[config.mk]
export PLATFORM = sky130hd
export DESIGN_NAME = aes_round_sequencer
export DESIGN_NICKNAME = d
export VERILOG_FILES = /design/src/rtl/aes_pkg.sv /design/src/rtl/aes_round_sequencer.sv
export SDC_FILE = /design/constraint.sdc
export NUM_CORES = 1
export LEC_CHECK = 0
export ABC_AREA = 0
export CAP_MARGIN = 25
export CORE_AREA = 2 2 353 355
export DETAILED_ROUTE_END_ITERATION = 7
export DIE_AREA = 0 0 355 357
export GPL_ROUTABILITY_DRIVEN = 0
export PLACE_DENSITY = 0.41
export SYNTH_ARGS = -nofsm -noshare
export SYNTH_HDL_FRONTEND = slang
export SYNTH_SLANG_ARGS = --single-unit
export TNS_END_PERCENT = 50
[constraint.sdc]
create_clock -name clk -period 1.6 [get_ports clk]
set_clock_uncertainty 0.15 [all_clocks]
set_input_delay 0.32 -clock clk [delete_from_list [all_inputs] [get_ports clk]]
set_output_delay 0.32 -clock clk [all_outputs]
set_load 0.01 [all_outputs]
[src/rtl/aes_pkg.sv]
// aes_pkg: shared constants, FSM encoding and FIPS-197 reference vectors for the AES round sequencer
package aes_pkg;
   localparam int AES_NR_128 = 10;
   localparam int AES_DW     = 128;
   typedef enum logic [1:0] {IDLE = 2'd0, ROUND = 2'd1, DONE = 2'd2} seq_state_t;
   localparam logic [127:0] FIPS_B_KEY = 128'h2b7e151628aed2a6abf7158809cf4f3c;
   localparam logic [127:0] FIPS_B_PT  = 128'h3243f6a8885a308d313198a2e0370734;
   localparam logic [127:0] FIPS_B_CT  = 128'h3925841d02dc09fbdc118597196a0b32;
   localparam logic [127:0] FIPS_C_KEY = 128'h000102030405060708090a0b0c0d0e0f;
   localparam logic [127:0] FIPS_C_PT  = 128'h00112233445566778899aabbccddeeff;
   localparam logic [127:0] FIPS_C_CT  = 128'h69c4e0d86a7b0430d8cdb78070b4c55a;
endpackage

[src/rtl/aes_round_sequencer.sv]
// aes_round_sequencer: one-block-in-flight controller for an iterative AES-128 datapath
//   clk, rst_n                 : clock, async active-low reset
//   in_valid/in_ready/in_data/in_key : plaintext and key handshake (accepted only in IDLE)
//   flush                      : synchronous abort back to IDLE
//   out_valid/out_ready/out_data: ciphertext handshake
//   busy                       : block in flight (ROUND or DONE)
//   dp_state/dp_key/dp_round/dp_last : drive the external round and key-step logic
//   dp_next_state/dp_next_key  : combinational results returned by that logic
module aes_round_sequencer
   import aes_pkg::*;
#(
   parameter int NR = AES_NR_128,
   parameter int DW = AES_DW
) (
   input  logic          clk,
   input  logic          rst_n,
   input  logic          in_valid,
   output logic          in_ready,
   input  logic [DW-1:0] in_data,
   input  logic [DW-1:0] in_key,
   input  logic          flush,
   output logic          out_valid,
   input  logic          out_ready,
   output logic [DW-1:0] out_data,
   output logic          busy,
   output logic [DW-1:0] dp_state,
   output logic [DW-1:0] dp_key,
   output logic [3:0]    dp_round,
   output logic          dp_last,
   input  logic [DW-1:0] dp_next_key,
   input  logic [DW-1:0] dp_next_state
);
   seq_state_t    fsm;
   logic [DW-1:0] state_reg, key_reg;
   logic [3:0]    rnd;
   logic          in_round;

   assign in_round = (fsm == ROUND);
   assign dp_state = state_reg;
   assign dp_key   = key_reg;
   assign out_data = state_reg;
   // rnd lingers at NR through DONE, so the round outputs are gated to ROUND
   assign dp_round = in_round ? rnd : 4'd0;
   assign dp_last  = in_round && (rnd == 4'(NR));

   always_ff @(posedge clk or negedge rst_n) begin
      if (!rst_n) begin
         fsm       <= IDLE;
         state_reg <= '0;
         key_reg   <= '0;
         rnd       <= '0;
         in_ready  <= 1'b1;
         out_valid <= 1'b0;
         busy      <= 1'b0;
      end else if (flush) begin
         fsm       <= IDLE;
         rnd       <= '0;
         in_ready  <= 1'b1;
         out_valid <= 1'b0;
         busy      <= 1'b0;
      end else begin
         case (fsm)
            IDLE: if (in_valid) begin
               state_reg <= in_data ^ in_key;
               key_reg   <= in_key;
               rnd       <= 4'd1;
               fsm       <= ROUND;
               in_ready  <= 1'b0;
               busy      <= 1'b1;
            end
            ROUND: begin
               state_reg <= dp_next_state;
               key_reg   <= dp_next_key;
               if (rnd == 4'(NR)) begin
                  fsm       <= DONE;
                  out_valid <= 1'b1;
               end else
                  rnd <= rnd + 4'd1;
            end
            DONE: if (out_ready) begin
               fsm       <= IDLE;
               rnd       <= '0;
               in_ready  <= 1'b1;
               out_valid <= 1'b0;
               busy      <= 1'b0;
            end
            default: begin
               fsm       <= IDLE;
               rnd       <= '0;
               in_ready  <= 1'b1;
               out_valid <= 1'b0;
               busy      <= 1'b0;
            end
         endcase
      end
   end
endmodule

======== Word-level counts from Yosys, hierarchy flattened ========
Index checks and enable logic that the tools add are counted.
storage, ports and cells
  output and inout bits ................... 392
  register bits ........................... 265
  bits of input ports ..................... 517
  word-level logic and storage cells ...... 54
operators by class
  $add $sub $neg .......................... 1
  bitwise operators ....................... 2
  mux-type cells .......................... 26
  equality and inequality tests ........... 10
  reductions and logical operators ........ 8
operator list
  kind                   number
  $pmux W128 S2          2
  $mux W128              2
  $xor A128 B128 Y128    1
  $mux W4                5
  $reduce_and A3 Y1      5
  $pmux W4 S3            1
  $ne A3 B3 Y1 const B   3
  $pmux W1 S3            3
  $mux W1                8
  $mux W2                4
  $ne A2 B2 Y1 const B   3
  $pmux W2 S3            1
  $add A4 B1 Y4 const B  1
  $eq A4 B4 Y1 const B   1
  $ne A3 B2 Y1 const B   1
  $eq A2 B1 Y1 const B   1
  $eq A2 B2 Y1 const B   1
  $logic_not A2 Y1       1
  $reduce_bool A2 Y1     1
  $logic_and A1 B1 Y1    1
  $not A1 Y1             1

======== Longest topological paths before layout ========
Gate-level depths: netlist of the first run.
  depth in word-level cells ............... 4
  gate-level depth with buffers ........... 9
  depth with buffers taken out ............ 6

======== Least setup slack after synthesis of the first run ========
OpenSTA, ideal clock, no wires.
  path kind ............................... flip-flop to flip-flop
  start ................................... register rnd[0]
  end ..................................... register rnd[2]
  required time ........................... 1.331 ns
  period minus slack after synthesis ...... 1.746 ns
  slack ................................... -0.146 ns
  cell stages (with the launch flop) ...... 8
  arrival time ............................ 1.477 ns
  setup time .............................. 0.119 ns
  path buffers ............................ 1
  cells stage by stage .................... dfrtp_1 > inv_1 > ha_1 > and3b_1 > clkbuf_1 > a22oi_1 > a21boi_0 > o21a_1
on the way
  word-level cells in the longest chain between the ends .. 4
  elaborated cells between the ends (all ways) .. 7
  classes of those cells .................. 1 x add/sub; 2 x eq/ne; 3 x mux; 1 x reduce/logical
ends and longest elaborated chain
  element                 line                       text
  from (decl)             aes_round_sequencer.sv:35  logic [3:0] rnd;
  from (signal assigned)  aes_round_sequencer.sv:78  rnd <= rnd + 4'd1;
  $add A4 B1 Y4           aes_round_sequencer.sv:78
  $mux W4                 aes_round_sequencer.sv:74  if (rnd == 4'(NR)) begin
  $pmux W4 S3             aes_round_sequencer.sv:62  case (fsm)
  $mux W4                 aes_round_sequencer.sv:55  end else if (flush) begin
Parallel ways exist; a longest one is shown, timed or not. The select of a mux whose other input is x is not followed.
A chain may end at the register's enable or synchronous reset.

======== Worst setup path in the final report of the first run ========
  start ................................... register fsm[1]
  end ..................................... output port dp_round[1]
on the way
  word-level cells in the longest chain between the ends .. 2
ends and longest elaborated chain
  element                 line                       text
  from (decl)             aes_round_sequencer.sv:33  seq_state_t fsm;
  from (signal assigned)  aes_round_sequencer.sv:48  fsm <= IDLE;
  from (signal assigned)  aes_round_sequencer.sv:56  fsm <= IDLE;
  from (signal assigned)  aes_round_sequencer.sv:67  fsm <= ROUND;
  $eq A2 B1 Y1            aes_round_sequencer.sv:38  assign in_round = (fsm == ROUND);
  $mux W4                 aes_round_sequencer.sv:43  assign dp_round = in_round ? rnd : 4'd0;
  to (decl)               aes_round_sequencer.sv:28  output logic [3:0] dp_round,
Every way passes these cells.

==> results of run 1 <==
stage by stage:
step | setup WS, ns | cells | instance area [sq um]
final | -0.3995 | 4407 | 32250
after global placement | -0.4512 | 4079 | 25850
after CTS | -0.4814 | 4246 | 27770
after detailed placement | -0.4144 | 4079 | 25850
after global routing | -0.5112 | 4405 | 32240
after floorplan | 0.003067 | 1567 | 14330
synthesized netlist by cell type:
cell,n,area (sq um)
a211oi_1,1,7.510
a21boi_0,1,7.510
a21o_1,1,7.510
a21oi_1,132,660.6
a22oi_1,1,7.510
a2bb2oi_1,1,8.760
a32o_1,1,10.01
and2_1,1,6.260
and3b_1,2,17.52
buf_2,44,220.2
buf_4,136,1021
buf_6,21,236.5
clkbuf_1,29,108.9
dfrtp_1,264,6606
dfstp_2,1,26.28
ha_1,2,25.02
inv_1,6,22.52
mux2i_1,130,1301
nand2_1,260,975.9
nand2b_1,2,12.51
nand3b_1,1,7.510
nand4_1,1,6.260
nor2_1,136,510.5
nor2_4,1,11.26
nor2b_1,1,6.260
nor3b_2,1,12.51
o21a_1,1,7.510
o21ai_0,176,880.8
o21ai_1,81,405.4
o21ai_4,1,16.27
o22ai_1,1,6.260
o311a_1,1,10.01
xnor2_1,129,1130
routing by layer:
layer / GRT usage / vias up / share of wire
met2: 0.2229 / 586 / 0.48
met4: 0.02941 / 24 / 0.019
li1: - / 7497 / -
met1: 0.1619 / 7377 / 0.41
met3: 0.05985 / 102 / 0.089
met5: 0 / - / 0.0015
sequential cells by signal, indices dropped and copies added, names as in the netlist:
| name | count |
|---|---|
| dp_key | 128 |
| dp_state | 128 |
| rnd | 4 |
| fsm | 2 |
| busy | 1 |
| in_ready | 1 |
| out_valid | 1 |
worst max path at each step:
stage             endpoint  slack (ns)
6_report       dp_round[1]       -0.40
5_1_grt        dp_round[2]       -0.51
4_1_cts            dp_last       -0.48
3_5_place_dp   dp_key[107]       -0.41
3_3_place_gp   dp_key[107]       -0.45
2_1_floorplan   dp_key[32]       0.003
power by group through the flow:
stage	Clock (mW)	Sequential, mW	Combinational, mW
global placement	0	8.81	9.77
global route	9.78	8.83	13.3
detailed placement	0	8.82	9.77
finish	9.17	8.71	12.4
CTS	9.55	8.72	10.4
floorplan	0	8.99	3.06
final cells by class:
class / count / area share
Inverter: 6 / 0.0006984
Timing Repair Buffer: 1365 / 0.4545
Clock inverter: 14 / 0.007255
Clock buffer: 49 / 0.03329
Multi-Input combinational cell: 1066 / 0.2338
Sequential cell: 265 / 0.2066
Tap cell: 1637 / 0.06351
Antenna cell: 5 / 0.0003880
layout by cell type, fill, tap and decap left out, types with 3 or more instances in the layout:
cell	Yosys	final
nor2_1	136	98
buf_16	0	11
nor2_2	0	17
diode_2	0	5
mux2i_2	0	22
nor2_4	1	22
clkbuf_16	0	86
dfrtp_2	0	25
o21ai_1	81	188
clkdlybuf4s15_2	0	5
nand2_1	260	230
clkinv_2	0	4
xnor2_1	129	129
mux2i_4	0	35
clkbuf_8	0	6
buf_8	0	21
nand2_2	0	15
a21oi_2	0	65
buf_6	21	332
mux2i_1	130	73
buf_4	136	213
a21oi_1	132	45
nand2_4	0	15
bufinv_16	0	6
buf_2	44	135
dfrtp_1	264	239
o21ai_2	0	20
clkdlybuf4s50_1	0	515
inv_1	6	5
buf_12	0	80
o21ai_0	176	49
clkbuf_1	29	4
inv_6	0	3
clkbuf_2	0	5
a21oi_4	0	22
repair_timing:
item	4_1_cts	5_1_grt
resized for setup	1753	679
endpoints found under the hold margin	127	0
buffers inserted	102	96
hold buffers	1	0
cloned	2	65
setup endpoints to repair	650	648
pin swaps	3	95
kinds of logic (layout without fill, tap and decap cells):
| group | after synthesis | after routing | share of synthesized area |
|---|---|---|---|
| other | 0 | 5 | 0 |
| AND/OR/NAND/NOR | 406 | 406 | 0.1095 |
| multiplexers | 130 | 130 | 0.09100 |
| flip-flops | 265 | 265 | 0.4638 |
| adder cells (fa/ha/maj) | 2 | 2 | 0.001750 |
| buffers and inverters | 236 | 1434 | 0.1125 |
| XOR/XNOR | 129 | 129 | 0.07901 |
| AO/OA/AOI/OAI | 399 | 399 | 0.1424 |
==> metrics, run 1 <==
final worst slack -0.3995 ns; clock network power share 0.303; Netlist Area Pre-Place between 10,000 and 15,000 sq um; Hold Crit Class in2async; Die Area ~130,000 sq um; Synth cell types 33; PD cells around 940 nW/um^2; Rows ~130; CTS tree built; Max H-tree Level 2; Vias/cell roughly 3.5; Logic pwr share 0.410; routed wire length 99,660 microns; worst ir drop on vdd 0.5500 mV; Initial DRC Count about 500; final hold slack between 0.1 and 0.15 ns; R2R Path End dp_state[66]; Yosys reg bits about 270; Tmin final about 2 ns; R2R Path Start fsm[0]; Setup crit end kind output port; critical-path cell list nand2b_4 > buf_8 > nor2_4 > buf_12; synth warn 0; RSZ-0062 raised after global routing true; worst skew pair latency 0.57 ns; arrival time at the worst endpoint 1.53 ns; Static Leak about 14 nW; Die W roughly 360 microns; hpwl dp about 74,000 microns; drc violations 0; Final nets 3,260; maxcap violations 0; # clock sinks around 270; clk root buf clkbuf_16; Crit path max-delay family flip-flops; layout cell share with drive strength beyond 1 0.4253; R2R setup slack -0.38 ns; Setup Viol. Count Final ~480; vias in the first global route between 15,000 and 20,000; outcome finished, violations left; area grow syn2layout 125.5%; sw frac 0.3264; # port buffers 908; register area 6664 sq um; kind of critical path reg2out; Worst slew margin 0.5805; max incr delay on CP 0.43 ns; total negative slack -70.50 ns; Psw 9.893 mW; final period utilization 1.250; Reg clk slew, reported paths roughly 0.06 ns; Max Buffers Root-to-Sink 3; Slowest-stage cell, CP dfrtp_2; fmax about 500 MHz; GRT overflow 0; post-route ant nets 0; # IOs just over 900; Die H around 360 microns; buffers plus inverters on the worst setup path 2; Reg2Reg Depth 9; sequential power share 0.287; Avg Synthesized Cell Area approximately 9.1 sq um; initial antenna violation count 29; pin count of the biggest net entering global routing 51; Cells after Synth around 1,600; startpoint class of the critical path flip-flop; Fillers ~13,000; cell count along the critical path 4; failing checks negative setup slack; Num CTS Buffers 37; core footprint approximately 120,000 sq um; Final Util 0.2622; final hold vios 0; sequential fraction of the synthesis area 0.4638; syn_nets around 2,100; Critical Path Start fsm[1]; via count 15,590; initial core utilization 0.1163; area of the multi-input gates around 7500 sq um; Worst Path Required 1.13 ns; drt pass-1 iters 5; total power 30.31 mW; first-pass GRT wire length 120,100 microns; crit path max fanout 4; Slew Limit Fails 0; internal power 20.42 mW; actual slew at the worst max-slew pin approximately 0.63 ns; All-Layer GR Usage 0.1353; drt wl/cell about 23 microns
(Power assumes the default switching activity.)
==> inputs of run 2 (changes only) <==
--- a/config.mk
+++ b/config.mk
@@ -5,13 +5,13 @@
 export SDC_FILE = /design/constraint.sdc
 export NUM_CORES = 1
 export LEC_CHECK = 0
-export ABC_AREA = 0
+export ABC_AREA = 1
 export CAP_MARGIN = 25
-export CORE_AREA = 2 2 353 355
+export CORE_AREA = 2 2 351 353
 export DETAILED_ROUTE_END_ITERATION = 7
-export DIE_AREA = 0 0 355 357
+export DIE_AREA = 0 0 353 355
 export GPL_ROUTABILITY_DRIVEN = 0
-export PLACE_DENSITY = 0.41
+export PLACE_DENSITY = 0.47
 export SYNTH_ARGS = -nofsm -noshare
 export SYNTH_HDL_FRONTEND = slang
 export SYNTH_SLANG_ARGS = --single-unit
==> metrics, run 2 <==
Max Buffers Root-to-Sink 3; R2R Path Start fsm[0]; Fillers around 13,000; top cells by area, synth dfrtp_1, nand2_1, buf_4; Worst Path Required 1.92 ns; syn_nets approximately 2,700; sw frac 0.3586; drt pass-1 iters 5; core footprint ~120,000 sq um; Setup crit end kind flip-flop; # port buffers roughly 900; top cells by count, synth nand2_1, nor2_1, inv_1; kind of critical path reg2reg; worst skew pair latency 0.59 ns; Slew Limit Fails 0; pin count of the biggest net entering global routing 77; first-pass GRT wire length between 100,000 and 150,000 microns; Num CTS Buffers 38; Die W approximately 350 microns; Die Area about 130,000 sq um; Initial DRC Count around 860; Final Util 0.2791; arrival time at the worst endpoint around 2.4 ns; routed wire length between 100,000 and 150,000 microns; via count 19,030; most used cell, CP buf_12; Netlist Area Pre-Place roughly 15,000 sq um; area grow syn2layout 119.5%; EDFF count, synth 0; layout cell share with drive strength beyond 1 0.4067; Place WS -0.5913 ns; Rows about 130; internal power 21.48 mW; final hold vios 0; clock network power share 0.266; hpwl dp 77,200 microns; Vias/cell around 3.8; clk root buf clkbuf_16; failing checks negative setup slack; met2 usage 0.2354; Setup Viol. Count Final roughly 530; actual slew at the worst max-slew pin between 0.3 and 0.4 ns; startpoint class of the critical path flip-flop; Final nets 3,841; grt met1 use 0.1710; Logic pwr share 0.458; Psw roughly 12 mW; outcome finished, violations left; synth warn 0; Most Crowded Layer GR met2; Static Leak approximately 16 nW; post-synth top area share 0.4280; total negative slack -92.06 ns; initial antenna violation count 26; Synth cell types 22; Die H roughly 360 microns; final period utilization 1.298; max incr delay on CP 0.44 ns; CTS tree built; DP Cell Count ~4,600; final worst slack -0.4765 ns; most frequent cells in the layout clkdlybuf4s50_1, nand2_1, buf_6, inv_1, dfrtp_1; Yosys reg bits 265; Reg clk slew, reported paths roughly 0.070 ns; sequential power share 0.276; drc violations 0; fmax slightly below 500 MHz; most common flop cell mapped by yosys dfrtp_1; maxcap violations 0; cell with the most instances after synthesis nand2_1; GRT overflow 0; Synth area leader dfrtp_1; vias in the first global route ~17,000; Critical Path Start fsm[0]; Non-Filler Instances 4,988; worst ir drop on vdd approximately 0.63 mV; Slowest-stage cell, CP dfrtp_2; Post-synth ARST share 1.000; drt wl/cell approximately 22 microns; All-Layer GR Usage 0.1441; Worst slew margin 0.7396; Hold Crit Class in2async; critical-path cell list buf_6 > o21a_4 > buf_12 > buf_12 > buf_12 > buf_16 > buf_8 > clkbuf_16 > o21a_1; Avg Synthesized Cell Area 7.091 sq um; # clock sinks ~270; Max H-tree Level 2; most common cell after layout, fill and taps aside clkdlybuf4s50_1; sequential fraction of the synthesis area 0.4297; # IOs slightly above 900; RSZ-0062 raised after global routing true; Cells after Synth about 2,200; initial core utilization 0.1272; Tmin final roughly 2.1 ns; post-route ant nets 0; crit path max fanout 5; total power between 30 and 40 mW; met3 Usage GRT 0.05831; PD cells between 900 and 1000 nW/um^2
[run 2: per-stage QoR]
stage	hold slack (ns)	cell area, sq um
floorplan	-0.1256	15440
global placement	0.1112	26740
detailed placement	0.1071	26740
CTS	0.06662	28380
global route	0.07158	33880
finish	0.1198	33890
[run 2: kinds of logic (layout without fill, tap and decap cells)]
group                      after synthesis  after routing  share of synthesized area
AOI/OAI and AO/OA                      396            396                     0.1476
and+or+nand+nor                       1006           1006                     0.2505
buffers and inverters                  508           1682                     0.1705
adders and majority gates                2              2                   0.001621
other                                    0             12                          0
DFF                                    265            265                     0.4297
[run 2: layer usage]
metal / routed length [microns] / vias up / part of all wire
met4: 2980 / 20 / 0.028
met5: 185 / - / 0.0017
li1: - / 9072 / -
met2: 51380 / 738 / 0.47
met1: 44390 / 9060 / 0.41
met3: 9294 / 140 / 0.086
[run 2: final timing paths]
kind / to / slack [ns] / cells past startpoint
setup / recovery: dp_key[82] / -0.48 / 9
hold / removal: dp_state[44] / 0.12 / 3
setup reg to reg: dp_key[82] / -0.48 / 9
hold reg to reg: dp_key[125] / 0.34 / 1
max in group asynchronous: dp_state[113] / 0.53 / 4
min in group clk: dp_key[24] / 0.18 / 3
[run 2: worst max-delay path, delay by kind of cell (launching register included)]
family                 cells  cell delay [ns]
buffers and inverters      7             0.96
flip-flops                 1             0.44
AO/OA/AOI/OAI              2             0.38
[run 2: final cells by class]
class,instances,area [sq um],share of cell area
sequential,265,6654,0.1964
clock inverter,19,201.4,0.005944
clock buffer,50,1066,0.03146
timing repair buffer,1347,14640,0.4319
tap,1625,2033,0.06000
multi-input combinational,1404,8263,0.2438
antenna,12,30.03,0.0008861
inverter,266,1003,0.02961
[run 2: power groups by stage]
stage	registers (mW)	logic [mW]	clock network, mW
2_1_floorplan	9.48	3.95	0
3_3_place_gp	9.29	11.7	0
3_5_place_dp	9.27	11.7	0
4_1_cts	9.18	12.1	9.31
5_1_grt	9.36	16.4	9.55
6_report	9.23	15.3	8.92
[run 2: what timing repair did]
item / 4_1_cts / 5_1_grt
resized for setup: 1623 / 918
pin swaps: 3 / 94
endpoints found under the hold margin: 265 / 0
buffers inserted: 106 / 107
hold buffers: 1 / 0
endpoints found under the setup margin: 650 / 653
cloned: 0 / 80
